**config.mk**
```make
export PLATFORM = sky130hd
export DESIGN_NAME = clint_multi
export DESIGN_NICKNAME = d
export VERILOG_FILES = /design/src/rtl/clint_pkg.sv /design/src/rtl/clint_timebase.sv /design/src/rtl/clint_multi.sv
export SDC_FILE = /design/constraint.sdc
export NUM_CORES = 1
export LEC_CHECK = 0
export ABC_AREA = 1
export CORE_MARGIN = 10
export CORE_UTILIZATION = 54
export CTS_CLUSTER_SIZE = 20
export DETAILED_ROUTE_END_ITERATION = 7
export PLACE_DENSITY = 0.78
export RECOVER_POWER = 50
export SLEW_MARGIN = 10
export SYNTH_ARGS = -nofsm -noshare
export SYNTH_HDL_FRONTEND = slang
export SYNTH_HIERARCHICAL = 1
export SYNTH_SLANG_ARGS = --single-unit
```
**constraint.sdc**
```tcl
create_clock -name clock -period 4.49 [get_ports clock]
set_clock_uncertainty 0.1 [all_clocks]
set_input_delay 0.6735 -clock clock [delete_from_list [all_inputs] [get_ports clock]]
set_output_delay 0.6735 -clock clock [all_outputs]
set_load 0.005 [all_outputs]
```
**src/rtl/clint_pkg.sv**
```systemverilog
// Shared constants, state enums and payload types for the core-local interruptor.
package clint_pkg;

    localparam int unsigned ADDR_W = 32;
    localparam int unsigned DATA_W = 32;
    localparam int unsigned STRB_W = DATA_W / 8;
    localparam int unsigned OFF_W  = 16;
    localparam int unsigned HART_W = 4;

    localparam logic [OFF_W-1:0] MSIP_OFF         = 16'h0000;
    localparam logic [OFF_W-1:0] MTIMECMP_OFF     = 16'h4000;
    localparam logic [OFF_W-1:0] MTIME_OFF        = 16'hBFF8;
    localparam logic [OFF_W-1:0] LEGACY_MTIME_OFF = 16'h0048;

    localparam logic [1:0] RESP_OKAY   = 2'b00;
    localparam logic [1:0] RESP_SLVERR = 2'b10;

    typedef enum logic [1:0] {W_IDLE, W_HAVE_A, W_HAVE_D, W_RESP} wr_state_e;
    typedef enum logic {R_IDLE, R_RESP} rd_state_e;

    typedef enum logic [2:0] {
        SEL_NONE, SEL_MSIP, SEL_CMP_LO, SEL_CMP_HI,
        SEL_MTIME_LO, SEL_MTIME_HI, SEL_LEGACY_LO, SEL_LEGACY_HI
    } reg_sel_e;

    typedef struct packed {
        reg_sel_e          sel;
        logic [HART_W-1:0] hart;
    } decode_t;

    typedef struct packed {
        logic [ADDR_W-1:0] addr;
        logic [DATA_W-1:0] data;
        logic [STRB_W-1:0] strb;
    } wr_req_t;

    // Byte-lane merge of a strobed write into an existing word.
    function automatic logic [DATA_W-1:0] strb_merge(input logic [DATA_W-1:0] old,
                                                     input logic [DATA_W-1:0] data,
                                                     input logic [STRB_W-1:0] strb);
        logic [DATA_W-1:0] res;
        res = old;
        for (int b = 0; b < int'(STRB_W); b++) begin
            if (strb[b]) res[8*b +: 8] = data[8*b +: 8];
        end
        return res;
    endfunction

endpackage

```
**src/rtl/clint_timebase.sv**
```systemverilog
// Prescaled 64-bit mtime counter; a write to either half wins over the tick.
module clint_timebase
    import clint_pkg::*;
#(
    parameter int unsigned TICK_DIV = 1
) (
    input  logic              clock,
    input  logic              reset,
    input  logic              wr_lo,
    input  logic              wr_hi,
    input  logic [DATA_W-1:0] wdata,
    input  logic [STRB_W-1:0] wstrb,
    output logic [63:0]       mtime
);

    localparam int unsigned PS_W = 16;
    localparam logic [PS_W-1:0] PS_LAST = PS_W'(TICK_DIV - 1);

    logic [PS_W-1:0] ps_q;
    logic [63:0]     mtime_q;

    // Halves are written independently, so a low write never carries upward.
    always_ff @(posedge clock or negedge reset) begin
        if (!reset) begin
            ps_q    <= '0;
            mtime_q <= '0;
        end else if (wr_lo || wr_hi) begin
            ps_q <= '0;
            if (wr_lo) mtime_q[31:0]  <= strb_merge(mtime_q[31:0], wdata, wstrb);
            if (wr_hi) mtime_q[63:32] <= strb_merge(mtime_q[63:32], wdata, wstrb);
        end else if (ps_q == PS_LAST) begin
            ps_q    <= '0;
            mtime_q <= mtime_q + 64'd1;
        end else begin
            ps_q <= ps_q + PS_W'(1);
        end
    end

    assign mtime = mtime_q;

endmodule

```
**src/rtl/clint_multi.sv**
```systemverilog
// Core-local interruptor: mtime, per-hart mtimecmp/msip, AXI-lite-style slave port.
module clint_multi
    import clint_pkg::*;
#(
    parameter logic [31:0] BASE_ADDR = 32'h0200_0000,
    parameter int unsigned NUM_HARTS = 1,
    parameter int unsigned TICK_DIV  = 1
) (
    input  logic                 clock,
    input  logic                 reset,
    input  logic                 arvalid_i,
    output logic                 arready_o,
    input  logic [ADDR_W-1:0]    araddr_i,
    output logic                 rvalid_o,
    input  logic                 rready_i,
    output logic [DATA_W-1:0]    rdata_o,
    output logic [1:0]           rresp_o,
    input  logic                 awvalid_i,
    output logic                 awready_o,
    input  logic [ADDR_W-1:0]    awaddr_i,
    input  logic                 wvalid_i,
    output logic                 wready_o,
    input  logic [DATA_W-1:0]    wdata_i,
    input  logic [STRB_W-1:0]    wstrb_i,
    output logic                 bvalid_o,
    input  logic                 bready_i,
    output logic [1:0]           bresp_o,
    output logic [NUM_HARTS-1:0] msip_o,
    output logic [NUM_HARTS-1:0] mtip_o
);

    logic [63:0]          mtime;
    logic [63:0]          mtimecmp_q [NUM_HARTS];
    logic [NUM_HARTS-1:0] msip_q;
    logic [NUM_HARTS-1:0] mtip_q;

    // Map a bus address to a register select; unaligned or unmapped gives SEL_NONE.
    function automatic decode_t decode(input logic [ADDR_W-1:0] addr);
        decode_t           d;
        logic [ADDR_W-1:0] rel;
        logic [OFF_W-1:0]  off;
        d.sel  = SEL_NONE;
        d.hart = '0;
        rel    = addr - BASE_ADDR;
        off    = rel[OFF_W-1:0];
        if (rel[ADDR_W-1:OFF_W] == '0 && rel[1:0] == 2'b00) begin
            if (off == MTIME_OFF)                     d.sel = SEL_MTIME_LO;
            if (off == MTIME_OFF + 16'd4)             d.sel = SEL_MTIME_HI;
            if (off == LEGACY_MTIME_OFF)              d.sel = SEL_LEGACY_LO;
            if (off == LEGACY_MTIME_OFF + 16'd4)      d.sel = SEL_LEGACY_HI;
            for (int h = 0; h < int'(NUM_HARTS); h++) begin
                if (off == MSIP_OFF + OFF_W'(4*h)) begin
                    d.sel  = SEL_MSIP;
                    d.hart = HART_W'(h);
                end
                if (off == MTIMECMP_OFF + OFF_W'(8*h)) begin
                    d.sel  = SEL_CMP_LO;
                    d.hart = HART_W'(h);
                end
                if (off == MTIMECMP_OFF + OFF_W'(8*h + 4)) begin
                    d.sel  = SEL_CMP_HI;
                    d.hart = HART_W'(h);
                end
            end
        end
        return d;
    endfunction

    // ---------------- write channel ----------------
    wr_state_e   wr_state_q, wr_state_d;
    wr_req_t     wr_lat_q, wr_req;
    decode_t     wr_dec;
    logic        awready_q, wready_q, bvalid_q;
    logic [1:0]  bresp_q;
    logic        aw_hs, w_hs, wr_fire, wr_ok;

    assign aw_hs  = awvalid_i && awready_q;
    assign w_hs   = wvalid_i && wready_q;
    assign wr_dec = decode(wr_req.addr);
    assign wr_ok  = (wr_dec.sel != SEL_NONE) && (wr_dec.sel != SEL_LEGACY_LO) &&
                    (wr_dec.sel != SEL_LEGACY_HI);

    // The update fires in the cycle the second of AW/W is accepted.
    always_comb begin
        wr_state_d = wr_state_q;
        wr_req     = wr_lat_q;
        wr_fire    = 1'b0;
        case (wr_state_q)
            W_IDLE: begin
                if (aw_hs && w_hs) begin
                    wr_req     = '{addr: awaddr_i, data: wdata_i, strb: wstrb_i};
                    wr_fire    = 1'b1;
                    wr_state_d = W_RESP;
                end else if (aw_hs) begin
                    wr_state_d = W_HAVE_A;
                end else if (w_hs) begin
                    wr_state_d = W_HAVE_D;
                end
            end
            W_HAVE_A: begin
                if (w_hs) begin
                    wr_req.data = wdata_i;
                    wr_req.strb = wstrb_i;
                    wr_fire     = 1'b1;
                    wr_state_d  = W_RESP;
                end
            end
            W_HAVE_D: begin
                if (aw_hs) begin
                    wr_req.addr = awaddr_i;
                    wr_fire     = 1'b1;
                    wr_state_d  = W_RESP;
                end
            end
            W_RESP:  if (bready_i) wr_state_d = W_IDLE;
            default: wr_state_d = W_IDLE;
        endcase
    end

    always_ff @(posedge clock or negedge reset) begin
        if (!reset) begin
            wr_state_q <= W_IDLE;
            wr_lat_q   <= '0;
            awready_q  <= 1'b1;
            wready_q   <= 1'b1;
            bvalid_q   <= 1'b0;
            bresp_q    <= RESP_OKAY;
        end else begin
            wr_state_q <= wr_state_d;
            if (aw_hs) wr_lat_q.addr <= awaddr_i;
            if (w_hs) begin
                wr_lat_q.data <= wdata_i;
                wr_lat_q.strb <= wstrb_i;
            end
            awready_q <= (wr_state_d == W_IDLE) || (wr_state_d == W_HAVE_D);
            wready_q  <= (wr_state_d == W_IDLE) || (wr_state_d == W_HAVE_A);
            bvalid_q  <= (wr_state_d == W_RESP);
            if (wr_fire) bresp_q <= wr_ok ? RESP_OKAY : RESP_SLVERR;
        end
    end

    // Per-hart msip / mtimecmp storage.
    always_ff @(posedge clock or negedge reset) begin
        if (!reset) begin
            msip_q <= '0;
            for (int h = 0; h < int'(NUM_HARTS); h++) mtimecmp_q[h] <= '1;
        end else if (wr_fire) begin
            for (int h = 0; h < int'(NUM_HARTS); h++) begin
                if (wr_dec.hart == HART_W'(h)) begin
                    case (wr_dec.sel)
                        SEL_MSIP:   if (wr_req.strb[0]) msip_q[h] <= wr_req.data[0];
                        SEL_CMP_LO: mtimecmp_q[h][31:0]  <= strb_merge(mtimecmp_q[h][31:0],
                                                                       wr_req.data, wr_req.strb);
                        SEL_CMP_HI: mtimecmp_q[h][63:32] <= strb_merge(mtimecmp_q[h][63:32],
                                                                       wr_req.data, wr_req.strb);
                        default: ;
                    endcase
                end
            end
        end
    end

    clint_timebase #(.TICK_DIV(TICK_DIV)) u_timebase (
        .clock (clock),
        .reset (reset),
        .wr_lo (wr_fire && (wr_dec.sel == SEL_MTIME_LO)),
        .wr_hi (wr_fire && (wr_dec.sel == SEL_MTIME_HI)),
        .wdata (wr_req.data),
        .wstrb (wr_req.strb),
        .mtime (mtime)
    );

    always_ff @(posedge clock or negedge reset) begin
        if (!reset) begin
            mtip_q <= '0;
        end else begin
            for (int h = 0; h < int'(NUM_HARTS); h++) mtip_q[h] <= (mtime >= mtimecmp_q[h]);
        end
    end

    // ---------------- read channel ----------------
    rd_state_e          rd_state_q, rd_state_d;
    decode_t            rd_dec;
    logic               arready_q, rvalid_q, ar_hs;
    logic [DATA_W-1:0]  rdata_q, rd_word;
    logic [1:0]         rresp_q, rd_resp;

    assign ar_hs  = arvalid_i && arready_q;
    assign rd_dec = decode(araddr_i);

    always_comb begin
        rd_word = '0;
        rd_resp = RESP_OKAY;
        case (rd_dec.sel)
            SEL_MTIME_LO, SEL_LEGACY_LO: rd_word = mtime[31:0];
            SEL_MTIME_HI, SEL_LEGACY_HI: rd_word = mtime[63:32];
            SEL_MSIP, SEL_CMP_LO, SEL_CMP_HI: begin
                for (int h = 0; h < int'(NUM_HARTS); h++) begin
                    if (rd_dec.hart == HART_W'(h)) begin
                        if (rd_dec.sel == SEL_MSIP)        rd_word = {31'b0, msip_q[h]};
                        else if (rd_dec.sel == SEL_CMP_LO) rd_word = mtimecmp_q[h][31:0];
                        else                               rd_word = mtimecmp_q[h][63:32];
                    end
                end
            end
            default: rd_resp = RESP_SLVERR;
        endcase
    end

    always_comb begin
        rd_state_d = rd_state_q;
        case (rd_state_q)
            R_IDLE:  if (ar_hs) rd_state_d = R_RESP;
            R_RESP:  if (rready_i) rd_state_d = R_IDLE;
            default: rd_state_d = R_IDLE;
        endcase
    end

    always_ff @(posedge clock or negedge reset) begin
        if (!reset) begin
            rd_state_q <= R_IDLE;
            arready_q  <= 1'b1;
            rvalid_q   <= 1'b0;
            rdata_q    <= '0;
            rresp_q    <= RESP_OKAY;
        end else begin
            rd_state_q <= rd_state_d;
            arready_q  <= (rd_state_d == R_IDLE);
            rvalid_q   <= (rd_state_d == R_RESP);
            if (ar_hs) begin
                rdata_q <= rd_word;
                rresp_q <= rd_resp;
            end
        end
    end

    assign arready_o = arready_q;
    assign rvalid_o  = rvalid_q;
    assign rdata_o   = rdata_q;
    assign rresp_o   = rresp_q;
    assign awready_o = awready_q;
    assign wready_o  = wready_q;
    assign bvalid_o  = bvalid_q;
    assign bresp_o   = bresp_q;
    assign msip_o    = msip_q;
    assign mtip_o    = mtip_q;

endmodule

```
# Word-level counts from Yosys, hierarchy flattened
# Cells that the tools add are included.
# Widths: inputs -> output; s select.
[op_classes] n_addsub=4 n_mul=0 n_div=0 n_lt_le_gt_ge=1 n_eq_ne=38 shifts=0 n_mux=51 bitwise=2 n_reduce_logical=47
[op_table] cell="$mux 32" count=6
[op_table] cell="$mux 64" count=2
[op_table] cell="$pmux 32 s3" count=1
[op_table] cell="$logic_not 16->1" count=5
[op_table] cell="$pmux 36 s2" count=1
[op_table] cell="$mux 68" count=1
[op_table] cell="$add 64x1->64 const B" count=1
[op_table] cell="$eq 16x15->1 const B" count=4
[op_table] cell="$eq 16x16->1 const B" count=4
[op_table] cell="$eq 16x7->1 const B" count=4
[op_table] cell="$ge 64x64->1" count=1
[op_table] cell="$pmux 32 s2" count=1
[op_table] cell="$sub 32x26->32 const B" count=2
[op_table] cell="$mux 7" count=8
[op_table] cell="$mux 36" count=1
[op_table] cell="$reduce_and 4->1" count=9
[op_table] cell="$mux 16" count=2
[op_table] cell="$mux 8" count=4
[op_table] cell="$mux 3" count=8
[op_table] cell="$reduce_and 3->1" count=8
[op_table] cell="$eq 3x3->1 const B" count=6
[op_table] cell="$add 16x1->16 const B" count=1
[op_table] cell="$mux 2" count=8
[op_table] cell="$eq 3x2->1 const B" count=4
[op_table] cell="19 further kinds" count=51
[totals] regBits=257 latch_bits=0 ram_bits=0 mem_bits_ro=0 in_bits=107 out_inout_bits=43 elab_cells=174 mem_count=0

# Longest topological paths before layout
[logic_depth] word_depth=19 ltp_mapped=28 ltp_nobuf=26

# Modules after synthesis
# The synthesis kept the hierarchy.
[by_module_without_submodules] module="clint_multi" n_inst=1 cells_each=1847 area_each_um2=12579.6 seq_area_each_um2=4463.0
[by_module_without_submodules] module="clint_timebase" n_inst=1 cells_each=981 area_each_um2=6099.6 seq_area_each_um2=2001.9

# Worst setup path after synthesis
# OpenSTA, ideal clock, no wires.
[synth_timing] kind="input-to-reg" start="input port awvalid_i" end="register u_timebase.mtime_q[23], in the netlist u_timebase/mtime[23]" setup_time_ps=123 arrival_time_ps=4264 required_ps=4267 path_slack_ps=3 cell_stages=27 path_buffers=6 path_cell_list="buf_4 -> nand2_8 -> nor2_4 -> clkbuf_1 -> clkbuf_1 -> buf_1 -> o21ai_0 -> a21oi_1 -> a221oi_1 -> ha_1 -> nand3_1 -> nor2_1 -> nand2_1 -> nor2_1 -> nand2_1 -> nor2_1 -> nand2_1 -> nor2_1 -> nand2_1 -> a21oi_1 -> nor2_4 -> inv_2 -> buf_2 -> buf_2 -> a21oi_1 -> o21ai_0 -> nand2_1"
[synth_between] elab_chain_cells=19 word_cells_on_any_way=40 cone_classes="add/sub (1); eq/ne (10); mux (18); reduce/logical (11)"
[synth_rtl] item="start: declaration" line_no="clint_multi.sv:18" rtl="input logic awvalid_i,"
[synth_rtl] item="$logic_and 1x1->1 *" line_no="clint_multi.sv:77" rtl="assign aw_hs = awvalid_i && awready_q;"
[synth_rtl] item="$logic_and 1x1->1" line_no="clint_multi.sv:90" rtl="if (aw_hs && w_hs) begin"
[synth_rtl] item="$mux 68" line_no="clint_multi.sv:90"
[synth_rtl] item="$pmux 32 s2" line_no="clint_multi.sv:88" rtl="case (wr_state_q)"
[synth_rtl] item="$sub 32x26->32" line_no="clint_multi.sv:44" rtl="rel = addr - BASE_ADDR;"
[synth_rtl] item="$eq 16x16->1" line_no="clint_multi.sv:47" rtl="if (off == MTIME_OFF) d.sel = SEL_MTIME_LO;"
[synth_rtl] item="$mux 3" line_no="clint_multi.sv:47"
[synth_rtl] item="$mux 3" line_no="clint_multi.sv:48" rtl="if (off == MTIME_OFF + 16'd4) d.sel = SEL_MTIME_HI;"
[synth_rtl] item="[3 not listed]"
[synth_rtl] item="$mux 7" line_no="clint_multi.sv:56" rtl="if (off == MTIMECMP_OFF + OFF_W'(8*h)) begin"
[synth_rtl] item="$mux 7" line_no="clint_multi.sv:60" rtl="if (off == MTIMECMP_OFF + OFF_W'(8*h + 4)) begin"
[synth_rtl] item="$mux 7" line_no="clint_multi.sv:46" rtl="if (rel[ADDR_W-1:OFF_W] == '0 && rel[1:0] == 2'b00) begin"
[synth_rtl] item="$eq 3x3->1 (on tied branches)" line_no="clint_multi.sv:166, clint_multi.sv:167"
[synth_rtl] item="$logic_and 1x1->1 (on tied branches)" line_no="clint_multi.sv:166, clint_multi.sv:167"
[synth_rtl] item="$logic_or 1x1->1" line_no="clint_timebase.sv:27" rtl="end else if (wr_lo || wr_hi) begin"
[synth_rtl] item="$ne 2x1->1 (no source line) / $reduce_bool 2->1 (equally long branches)"
[synth_rtl] item="$reduce_and 3->1 (no source line)"
[synth_rtl] item="end signal: assignment" line_no="clint_timebase.sv:29" rtl="if (wr_lo) mtime_q[31:0] <= strb_merge(mtime_q[31:0], wdata, wstrb);"
[synth_rtl] item="end signal: assignment" line_no="clint_timebase.sv:33" rtl="mtime_q <= mtime_q + 64'd1;"
[synth_rtl] item="end: declaration" line_no="clint_timebase.sv:20" rtl="logic [63:0] mtime_q;"
# Mark *: on every way between the ends. The rest lies on a longest branch, timed or not. The select of a mux whose other input is x is not followed.
# A chain may end at the register's enable or synchronous reset.

# Worst setup path in the final report
[layout_timing] start="input port awvalid_i" end="register u_timebase.mtime_q[62], in the netlist u_timebase/mtime[62]"
# Same word-level chain as after synthesis.

==> qor.yml <==
hold_path:
  min_delay_worst_endpoint: "rdata_o[26]"
  worstHoldPathCells: 2
  hp-class: "reg2reg"
  hp-start: "rdata_o[26]"
final_layout:
  num_antenna_cells: 0
  final_net_count: 3128
  layout-drive-gt1-share_pct: 8.80
  final_cell_count_no_fill: 3431
  layout_commonest_cell: "nand2_1"
  most_frequent_cells_in_the_layout: "nand2_1, inv_1, nor2_1"
  area.growth.synth_to_final_pct: 16.3
  fin_util_pct: 63.2
  postLayoutCellArea_sq_mm: 0.0217
placement:
  routabilityCongestion: 1.03
  dp_hpwl_mm: 49.3
  numPlacedInstances: 3374
  numPortBuffers: 147
  placed_area_sq_mm: 0.0206
  pre_cts_ws_ns: -0.0433
run_status:
  outcome: "finished with violations"
  violations: "capacitance limit, slew limit"
floorplan:
  fp.dieH_um: 206
  design.core.area_sq_mm: 0.0344
  floorplan.die_area_sq_mm: 0.0424
  start_util_pct: 54.3
  die-width_um: 206
  io_pins: 150
  placementRows: 68
cts:
  postCtsResizedCells: 0
  numCtsBuffers: 30
  clock_tree_from_tritoncts: "yes"
  clockBufferDepth: 3
  cts_post_setup_buffers_inserted: 0
  cts-hold-fix-buffers: 0
  worstSkewPairLatency_ns: 0.58
  clk_root_buffer_cell: "clkbuf_16"
  ctsHtreeMaxLevel: 1
  cts.sinks: 255
  clk_pin_slew_worst_paths_ns: 0.06
drt:
  drt_iter0_markers: 2178
  first_pass_iters: 8
  vias: 19500
  remaining_drcs: 0
  totalWireLength_mm: 65.1
  final_ant_viol_nets: 0
  routed_wire_length_per_instance_um: 19.0
  post_drt_via_cell_ratio: 5.68
global_routing:
  wire_length_of_the_first_global_routing_pass_mm: 101
  grt_ovf: 0
  via_count_of_the_first_global_routing_pass: 18300
  grt_max_degree: 102
  grt_usage_pct: 30.2
  grt_antenna_before_repair: 1
worst_setup_path:
  timing.critical_path.arrival_ns: 4.45
  timing_worst_setup_path_type: "in2reg"
  timing.reg2reg.worst_path_depth: 22
  crit_fanout: 25
  regToRegStartpoint: "wr_state_q[0]"
  cp.required_ns: 4.85
  rr_endpoint: "u_timebase/mtime[62]"
  reg2reg_setup_slack_ns: 0.51
  setup.worst_path.end_class: "register"
  crit_path_start_kind: "primary input"
sta:
  final-max-slew-violation-count: 136
  fin_crit_ns: 4.08
  rsz_0062_raised_after_global_routing: "no"
  period_utilization_pct: 90.9
  max_slew.worst_pin.slew_ns: 2.79
  hold_ws_ns: 0.374
  fin_tns_setup_ns: 0
  setup_slack_ns: 0.409
  timing.max_slew.rel_slack_pct: -85.8
  final-setup-viol-count: 0
  achievable-frequency_mhz: 245
  timing_hold_violations_final: 0
power:
  maximum_resistive_drop_on_vdd_mv: 0.535
  post_route_total_power_mw: 8.70
  cellLeakagePower_nw: 11.2
  pwr_density_cell_mw_per_mm2: 401
synth:
  yosys.cell_types.count: 61
  count_of_yosys_warnings_during_synthesis: 6
  synth_area_per_inst_sq_um: 6.61
  synth-seq-cells: 255
  synth.cell_area_sq_mm: 0.0187
  post-synth-top-area-fraction_pct: 25.2
  synthDominantAreaCellType: "dfrtp_1"
  synth-edff-count: 0
  synthArstFlopShare_pct: 100
  synth_cells: 2828
  synth-main-ff-cell: "dfrtp_1"
  yosys-top-cells-area: "dfrtp_1, nand2_1, dfstp_2, inv_1, nor2_1"
  synth_sequential_area_ratio_pct: 34.6
run:
  maxCapViolations: 2
## power breakdown
| group | internal, mW | switching (mW) |
|---|---|---|
| registers | 2.65 | 0.276 |
| logic | 0.916 | 2.12 |
| clock network | 1.70 | 1.04 |
## cell type report
cell class	count	area, sq um
timing repair buffer	189	1840
clock inverter	16	248
sequential	255	6460
clock buffer	40	870
multi-input combinational	2060	10200
tap	455	569
fill	3130	12600
inverter	416	1560
## metal layers
| layer | GRT usage, % | wire [um] |
|---|---|---|
| met5 | 0 | 10 |
| met4 | 8.76 | 1970 |
| met3 | 7.19 | 7510 |
| met2 | 45.6 | 28000 |
| met1 | 42.1 | 27500 |
## worst max-delay path: stages
cell,delay [ns]
clkdlybuf4s50_1,0.53
nand2_8,0.22
buf_4,0.29
nand2_1,0.08
nand2_1,0.10
nand2_1,0.06
nand2_1,0.05
nand2_1,0.06
nor2_2,0.23
nand3_1,0.14
nor2_1,0.19
nand2_1,0.13
nand2_1,0.12
nor2_1,0.05
nand2_1,0.09
nor2_1,0.05
nand2_1,0.06
a21oi_1,0.04
buf_4,0.15
nor2_4,0.21
nand3_4,0.26
o21ai_2,0.29
inv_2,0.15
nor2_1,0.15
a21oi_1,0.08
## state kept, by name (all words and copies together) (netlist names)
register          cells
wr_lat_q             68
rresp_o               1
wready_o              1
arready_o             1
mtip_o                1
u_timebase/mtime     64
mtimecmp_q           64
rdata_o              32
wr_state_q            2
rvalid_o              1
u_timebase/ps_q      16
awready_o             1
bresp_o               1
msip_o                1
bvalid_o              1
## cell usage after synthesis, types with 5 or more instances
cell / count
ha_1: 69
dfstp_2: 67
nand3_1: 230
or2_2: 14
buf_1: 8
o21ai_2: 5
o21bai_1: 23
nor2_1: 364
buf_4: 7
nand2_1: 838
dfrtp_1: 188
o211ai_1: 40
a22o_1: 27
nor3_1: 34
nor2_4: 12
inv_2: 5
inv_1: 409
nand4_1: 60
buf_2: 27
nand3b_1: 5
a211oi_1: 5
o21ai_1: 7
nand2_2: 22
a21oi_1: 80
clkbuf_1: 48
a31oi_1: 8
nor2_2: 17
o21ai_0: 138
## logic make-up (layout without fill, tap and decap cells)
| family | after synthesis | after routing | share of synthesized area (%) |
|---|---|---|---|
| other | 1 | 2 | 0.0201 |
| buffers and inverters | 514 | 661 | 11.1 |
| adder cells (fa/ha/maj) | 69 | 69 | 4.62 |
| AND/OR/NAND/NOR | 1625 | 1625 | 37.7 |
| flip-flops | 255 | 255 | 34.6 |
| XOR/XNOR | 5 | 5 | 0.234 |
| AO/OA/AOI/OAI | 359 | 359 | 11.8 |
## worst max-delay path by stage
| stage | slack (ns) | to | from | cells past startpoint |
|---|---|---|---|---|
| floorplan | 0.003 | u_timebase/mtime[23] | awvalid_i | 27 |
| global placement | 0.11 | u_timebase/mtime[10] | awvalid_i | 24 |
| detailed placement | -0.04 | u_timebase/mtime[62] | awvalid_i | 25 |
| CTS | 0.53 | u_timebase/mtime[9] | awvalid_i | 25 |
| global route | 0.04 | u_timebase/mtime[59] | awvalid_i | 25 |
| finish | 0.41 | u_timebase/mtime[62] | awvalid_i | 25 |
(Power assumes the default switching activity.)
